### src/rtl/scumv_host_packet_framer.sv
// Host-side framer: sends "asc+"/"stl+" prefixed commands to a UART TX byte port and gathers the reply.
// Optional response timeout is enabled by defining SCUMV_FRAMER_TIMEOUT_EN.
module scumv_host_packet_framer #(
  parameter int CLOCK_FREQ     = 100_000_000,
  parameter int TIMEOUT_CYCLES = 1_000_000,
  parameter int ASC_LEN        = 22,
  parameter int STL_LEN        = 16
) (
  input  logic         clk,
  input  logic         reset_n,
  input  logic         cmd_valid,
  output logic         cmd_ready,
  input  logic         cmd_sel,
  input  logic [175:0] cmd_payload,
  output logic [7:0]   tx_data,
  output logic         tx_valid,
  input  logic         tx_ready,
  input  logic [7:0]   rx_data,
  input  logic         rx_valid,
  output logic [127:0] resp_data,
  output logic         resp_valid,
  output logic         resp_timeout,
  output logic         busy,
  output logic [7:0]   stray_count,
  output logic [2:0]   debug_state
);

  typedef enum logic [2:0] {
    IDLE      = 3'd0,
    PREFIX    = 3'd1,
    PAYLOAD   = 3'd2,
    WAIT_RESP = 3'd3,
    DONE      = 3'd4
  } state_t;

  localparam logic [4:0] ASC_LAST = 5'(ASC_LEN - 1);
  localparam logic [4:0] STL_LAST = 5'(STL_LEN - 1);

  state_t         state_q, state_d;
  logic           sel_q, sel_d;
  logic [4:0]     byte_cnt_q, byte_cnt_d;
  logic [127:0]   resp_q, resp_d;
  logic [7:0]     stray_q, stray_d;
  logic [175:0]   payload_q;
  logic [7:0]     pay_byte;
  logic [4:0]     pay_last, resp_last;
  logic           hs;

`ifdef SCUMV_FRAMER_TIMEOUT_EN
  localparam int TW = $clog2(TIMEOUT_CYCLES + 1);
  logic [TW-1:0]  timer_q, timer_d;
  logic           tmo_q, tmo_d;
`endif

  // Clock frequency only documents the timeout scaling.
  logic unused_cfg;
  assign unused_cfg = ^{CLOCK_FREQ, TIMEOUT_CYCLES};

  function automatic logic [7:0] prefix_byte(input logic stl, input logic [1:0] idx);
    logic [31:0] p;
    p = stl ? 32'h2B6C7473 : 32'h2B637361;
    return p[8*idx +: 8];
  endfunction

  assign hs        = tx_valid && tx_ready;
  assign pay_last  = sel_q ? STL_LAST : ASC_LAST;
  assign resp_last = sel_q ? STL_LAST : 5'd0;

  always_comb begin
    pay_byte = '0;
    for (int k = 0; k < ASC_LEN; k++) begin
      if (byte_cnt_q == 5'(k)) pay_byte = payload_q[8*k +: 8];
    end
  end

  always_ff @(posedge clk or negedge reset_n) begin
    if (!reset_n) begin
      state_q    <= IDLE;
      sel_q      <= 1'b0;
      byte_cnt_q <= '0;
      resp_q     <= '0;
      stray_q    <= '0;
`ifdef SCUMV_FRAMER_TIMEOUT_EN
      timer_q    <= '0;
      tmo_q      <= 1'b0;
`endif
    end else begin
      state_q    <= state_d;
      sel_q      <= sel_d;
      byte_cnt_q <= byte_cnt_d;
      resp_q     <= resp_d;
      stray_q    <= stray_d;
`ifdef SCUMV_FRAMER_TIMEOUT_EN
      timer_q    <= timer_d;
      tmo_q      <= tmo_d;
`endif
    end
  end

  always_ff @(posedge clk) begin
    if (state_q == IDLE && cmd_valid) payload_q <= cmd_payload;
  end

  always_comb begin
    state_d    = state_q;
    sel_d      = sel_q;
    byte_cnt_d = byte_cnt_q;
    resp_d     = resp_q;
    stray_d    = stray_q;
`ifdef SCUMV_FRAMER_TIMEOUT_EN
    timer_d    = timer_q;
    tmo_d      = tmo_q;
`endif
    // Any rx byte outside the response window is discarded but counted.
    if (rx_valid && state_q != WAIT_RESP && stray_q != 8'hFF) stray_d = stray_q + 8'd1;
    case (state_q)
      IDLE: begin
        if (cmd_valid) begin
          sel_d      = cmd_sel;
          resp_d     = '0;
          byte_cnt_d = '0;
`ifdef SCUMV_FRAMER_TIMEOUT_EN
          tmo_d      = 1'b0;
`endif
          state_d    = PREFIX;
        end
      end
      PREFIX: begin
        if (hs) begin
          if (byte_cnt_q == 5'd3) begin
            byte_cnt_d = '0;
            state_d    = PAYLOAD;
          end else begin
            byte_cnt_d = byte_cnt_q + 5'd1;
          end
        end
      end
      PAYLOAD: begin
        if (hs) begin
          if (byte_cnt_q == pay_last) begin
            byte_cnt_d = '0;
`ifdef SCUMV_FRAMER_TIMEOUT_EN
            timer_d    = '0;
`endif
            state_d    = WAIT_RESP;
          end else begin
            byte_cnt_d = byte_cnt_q + 5'd1;
          end
        end
      end
      WAIT_RESP: begin
        if (rx_valid) begin
          for (int k = 0; k < 16; k++) begin
            if (byte_cnt_q == 5'(k)) resp_d[8*k +: 8] = rx_data;
          end
          byte_cnt_d = byte_cnt_q + 5'd1;
`ifdef SCUMV_FRAMER_TIMEOUT_EN
          timer_d    = '0;
`endif
          if (byte_cnt_q == resp_last) state_d = DONE;
        end
`ifdef SCUMV_FRAMER_TIMEOUT_EN
        else if (timer_q == TW'(TIMEOUT_CYCLES - 1)) begin
          tmo_d   = 1'b1;
          state_d = DONE;
        end else begin
          timer_d = timer_q + TW'(1);
        end
`endif
      end
      DONE:    state_d = IDLE;
      default: state_d = IDLE;
    endcase
  end

  always_comb begin
    cmd_ready = 1'b0;
    tx_valid  = 1'b0;
    tx_data   = '0;
    case (state_q)
      IDLE:    cmd_ready = 1'b1;
      PREFIX: begin
        tx_valid = 1'b1;
        tx_data  = prefix_byte(sel_q, byte_cnt_q[1:0]);
      end
      PAYLOAD: begin
        tx_valid = 1'b1;
        tx_data  = pay_byte;
      end
      default: ;
    endcase
  end

  assign busy        = (state_q != IDLE);
  assign resp_valid  = (state_q == DONE);
  assign resp_data   = resp_q;
  assign stray_count = stray_q;
  assign debug_state = state_q;
`ifdef SCUMV_FRAMER_TIMEOUT_EN
  assign resp_timeout = tmo_q;
`else
  assign resp_timeout = 1'b0;
`endif

endmodule

### config.mk
export PLATFORM = sky130hd
export DESIGN_NAME = scumv_host_packet_framer
export DESIGN_NICKNAME = d
export VERILOG_FILES = /design/src/rtl/scumv_host_packet_framer.sv
export SDC_FILE = /design/constraint.sdc
export NUM_CORES = 1
export LEC_CHECK = 0
export ABC_AREA = 1
export ABC_CLOCK_PERIOD_IN_PS = 10050
export BUFFER_PORTS_ARGS = -buffer_cell sky130_fd_sc_hd__buf_2
export CORE_ASPECT_RATIO = 1.75
export CORE_MARGIN = 10
export CORE_UTILIZATION = 25
export DETAILED_ROUTE_END_ITERATION = 10
export HOLD_SLACK_MARGIN = 0.02
export PLACE_DENSITY_LB_ADDON = 0.08
export SETUP_SLACK_MARGIN = 0.4
export SYNTH_ARGS = -nofsm -noshare
export SYNTH_HDL_FRONTEND = slang
export SYNTH_SLANG_ARGS = --single-unit
### constraint.sdc
create_clock -name clk -period 10.05 [get_ports clk]
set_input_delay 1.005 -clock clk [delete_from_list [all_inputs] [get_ports clk]]
set_output_delay 1.005 -clock clk [all_outputs]
set_load 0.01 [all_outputs]
; Yosys cells after proc, flatten, opt, wreduce, memory -nomap -nowiden
; Index checks and enable logic that the tools add are counted.
[word_totals]
reg_bits = 321
latch_bits = 0
ramBits = 0
romBits = 0
input_bits = 190
out_inout_bits = 152
elab_cells = 167
mem_count = 0
[classes]
add_sub_neg = 2
n_mul = 0
div_mod_pow = 0
magnitude_cmp = 0
eq_ne = 52
shift = 1
mux = 62
bitwise = 0
n_reduce_logical = 29
[ops]
columns = cell, count
row1 = $mux 8, 38
row2 = $mux 128, 2
row3 = $pmux 128 s2, 1
row4 = $reduce_and 4->1, 16
row5 = $ne 2x2->1 const B, 23
row6 = $eq 5x4->1 const B, 8
row7 = $mux 5, 7
row8 = $shiftx 32x6->8, 1
row9 = $eq 5x5->1 const B, 6
row10 = $mux 3, 7
row11 = $eq 5x3->1 const B, 4
row12 = $mux 20, 1
row13 = $pmux 5 s4, 1
row14 = $pmux 8 s2, 1
row15 = $pmux 3 s4, 1
row16 = $eq 5x2->1 const B, 2
row17 = $add 8x1->8 const B, 1
row18 = $ne 8x8->1 const B, 1
row19 = $reduce_and 7->1, 1
row20 = $eq 3x2->1 const B, 2
row21 = $add 5x1->5 const B, 1
row22 = $eq 5x1->1 const B, 1
row23 = $eq 5x4->1, 1
row24 = $eq 5x5->1, 1
row25 = 14 further kinds, 18

; Longest topological paths before layout
[logic_depth]
ltp_word = 24
mapped_depth = 29

; Worst setup path after synthesis
; Ideal clock, no wire load.
[synth_path]
path_kind = in2reg
start = input cmd_valid
end = register sel_q
setup_ns = 0.476
arrival_time_ns = 8.633
required_ns = 9.574
slack_ns = 0.941
path_stages = 3
path_cell_list = inv_1 -> nor2_1 -> o21ai_0
[synth_between]
elab_chain_len = 1
[synth_rtl]
columns = item, line
row1 = from (decl), 11  ; input logic cmd_valid,
row2 = $reduce_and 2->1 (no source line), --
row3 = to (signal assigned), 89  ; sel_q <= sel_d;
row4 = to (decl), 40  ; logic sel_q, sel_d;
; No other way between the ends.
; A chain may end at the register's enable or synchronous reset.

; Final worst setup path
[layout_path]
start = register byte_cnt_q[1]
end = output tx_data[6]
[layout_between]
elab_chain_len = 24
[layout_rtl]
columns = item, line
row1 = from (decl), 41  ; logic [4:0] byte_cnt_q, byte_cnt_d;
row2 = from (signal assigned), 90  ; byte_cnt_q <= byte_cnt_d;
row3 = $logic_not 5->1, 72  ; if (byte_cnt_q == 5'(k)) pay_byte = payload_q[8*k +: 8];
row4 = $mux 8 (22 in series), 72
row5 = $pmux 8 s2 (*), 180  ; case (state_q)
row6 = to (decl), 15  ; output logic [7:0] tx_data,
; Every way passes the cells marked *; elsewhere a longest branch is shown, timed or not.

==> metrics.md <==
| Metric | Value |
|---|---|
| Post-CTS setup buffer count | `0` |
| Syn avg cell area | `10.21 µm²` |
| # port buffers | `340` |
| Vias per inst | `4.266` |
| Resized cells post-CTS | `0` |
| Element type at the critical path end | `output port` |
| Total GRT Usage | `14.73%` |
| Total power | `a little over 5 mW` |
| Synthesized flop and latch total | `around 320` |
| Vias | `10020` |
| Max Cap Viol | `0` |
| Main combinational cell family by area after synthesis | `simple AND/OR/NAND/NOR gates` |
| Xor/xnor cell area share of the yosys netlist | `less than 1%` |
| Most frequent cell on the critical path | `nand2_1` |
| Compound-gate portion of the synthesized area | `8.835%` |
| Clock Tree Root | `clkbuf_16` |
| Post-DRT Antenna Nets | `0` |
| Share of post-route cells with drive strength above 1 | `~26%` |
| Leakage | `7.737 nW` |
| Crit path time final | `5.088 ns` |
| First-pass GRT wire length | `70.92 mm` |
| Slew Limit Fails | `0` |
| R2R cell count | `7` |
| Htree depth | `2` |
| Type of origin of the critical path | `register` |
| Die ar. | `63180 µm²` |
| HPWL Detailed | `between 30 and 40 mm` |
| Post-layout util | `32.10%` |
| Fin Setup TNS | `0 ns` |
| Antenna violations before repair | `7` |
| Net count of the mapped netlist | `1504` |
| Synthesized instance count | `roughly 1300` |
| Unrepaired setup endpoints after global routing | `no` |
| Worst vdd ir | `between 0.0001 and 0.00015 V` |
| # IOs | `342` |
| Period utilization | `50.63%` |
| 1st-pass router iterations | `6` |
| Hold Slack | `0.4776 ns` |
| Hold_buf cts | `0` |
| Adder-Cell Fraction of Synth Area | `1.129%` |
| EDFF count, synth | `~180` |
| Top FF cell, synth | `edfxtp_1` |
| Synth unique cells | `37` |
| Die X-Extent | `194.3 µm` |
| Vias in the first global route | `~11000` |
| Slowest cell on crit path | `dfrtp_1` |
| Core area | `52500 µm²` |
| Largest net degree at the start of global routing | `151` |
| Final nets | `1848` |
| # rows | `111` |
| Initial drt markers | `between 500 and 600` |
| Simple-gate share of the synthesized area | `roughly 17%` |
| Worst-path fanout max | `9` |
| Skew-Pair Late Insertion Delay | `~0.53 ns` |
| Largest stage delay, worst path | `0.47 ns` |
| Syn. warnings | `0` |
| # DRC | `0` |
| Min-Delay Path Class | `register to register` |
| CTS buffer count | `35` |
| Initial Util | `around a quarter` |
| Hold depth | `2` |
| Final WL | `47.71 mm` |
| Clk buf depth | `3` |
| Status | `finished clean` |
| Post-synthesis mux area share | `0%` |
| Sequential-to-total area share from yosys stat | `67.03%` |
| DR WL/cell | `20.31 µm` |
| GP Congestion | `roughly 0.8` |
| TritonCTS Sinks | `321` |
| Headroom to the max-slew limit | `23.34%` |
| Die Y | `325.1 µm` |
| Ys async rst share | `45.17%` |
| Global route overflow | `0` |
| Syn Std Cell Area | `13300 µm²` |
| Fmax | `196.5 MHz` |
| Critical path class | `register to output port` |
| WP data required | `9.05 ns` |
| Worst EP arrival | `roughly 4.1 ns` |
| Worst slew pin tran | `about 1.1 ns` |
| Worst Skew | `~0.011 ns` |
| Power per Cell Area | `approximately 300 nW/µm²` |
| Hold Violations, Final | `0` |
| Setup violators final | `0` |
| Clk slew on worst S/H paths | `0.06 ns` |
| Area grow syn2layout | `26.72%` |
| CTS tree | `yes` |
==> per-stage QoR <==
step | setup WS (ns) | instances | cell area [µm²]
6_report | 4.962 | 2349 | 16850
2_1_floorplan | 0.9414 | 1302 | 13300
3_3_place_gp | 5.435 | 2287 | 15760
3_5_place_dp | 5.391 | 2287 | 15760
4_1_cts | 4.802 | 2348 | 16850
5_1_grt | 4.464 | 2348 | 16850
==> layout by cell type (no fill, tap or decap), types with 10 or more instances in the layout <==
| cell | instances |
|---|---|
| nand2_1 | 410 |
| buf_2 | 339 |
| edfxtp_1 | 176 |
| o21ai_0 | 175 |
| dfrtp_1 | 145 |
| inv_1 | 128 |
| nand3_1 | 63 |
| clkbuf_16 | 37 |
| nor2_1 | 25 |
| o21ai_1 | 22 |
| a21oi_1 | 20 |
| ha_1 | 12 |
| inv_2 | 10 |
==> cells by family after synthesis <==
| family | count (synthesis) |
|---|---|
| and+or+nand+nor | 548 |
| DFF | 321 |
| AOI/OAI and AO/OA | 230 |
| buffers and inverters | 182 |
| adders and majority gates | 12 |
| xor gates and xnor gates | 8 |
| other | 1 |
==> flip-flops by register name (all words and copies together), names as in the netlist <==
signal,count
payload_q,176
resp_data,128
stray_count,8
byte_cnt_q,5
debug_state,3
sel_q,1
==> Yosys cell counts (5+ instances only) <==
library cell / instances / share of area [%]
dfrtp_1: 145 / 27
inv_1: 128 / 3.6
or2_2: 8 / 0.38
edfxtp_1: 176 / 40
nor3_1: 6 / 0.23
or2_1: 7 / 0.33
nand3_1: 63 / 2.4
nand2_1: 410 / 12
nor2_2: 9 / 0.42
nor2_1: 26 / 0.73
or2_0: 5 / 0.24
ha_1: 12 / 1.1
inv_2: 10 / 0.28
clkbuf_1: 30 / 0.85
o21ai_1: 23 / 0.87
a21oi_1: 21 / 0.79
buf_2: 7 / 0.26
xnor2_1: 6 / 0.40
o21ai_0: 175 / 6.6
==> cell type report <==
cell class | count | area, µm²
multi-input cells | 799 | 3691
clock buffers | 48 | 997.2
fillers | 5587 | 35650
well taps | 678 | 848.3
inverters | 142 | 538.0
repair buffers | 347 | 1773
flip-flops and latches | 321 | 8914
clock inverters | 13 | 87.58
diodes | 1 | 2.502
==> critical path, delay by kind of cell (launching register included) <==
kind / cells / cell delay [ns]
adders and majority gates: 1 / 0.36
and+or+nand+nor: 23 / 2.01
buffers and inverters: 5 / 0.70
DFF: 1 / 0.47
==> worst paths after layout <==
| path | startpoint | end | slack (ns) |
|---|---|---|---|
| max | byte_cnt_q[1] | tx_data[6] | 4.96 |
| min | resp_data[61] | resp_data[61] | 0.48 |
| max reg2reg | debug_state[0] | payload_q[144] | 6.96 |
| min reg2reg | resp_data[61] | resp_data[61] | 0.48 |
| max in group asynchronous | reset_n | resp_data[71] | 8.10 |
| min in group asynchronous | reset_n | resp_data[106] | 0.51 |
==> layer usage <==
layer,wire length (µm),GRT usage [%],vias up
li1,-,-,4981
met1,18950,16.57,4667
met3,2648,3.309,57
met4,1157,4.336,8
met5,51,0,-
met2,24900,26.96,307
==> power breakdown <==
part	switching [mW]	total (mW)	internal (mW)
logic	1.21	1.75	0.541
registers	0.217	2.07	1.85
clock network	0.538	1.26	0.719
No activity file was read; power rests on OpenSTA's default activity.
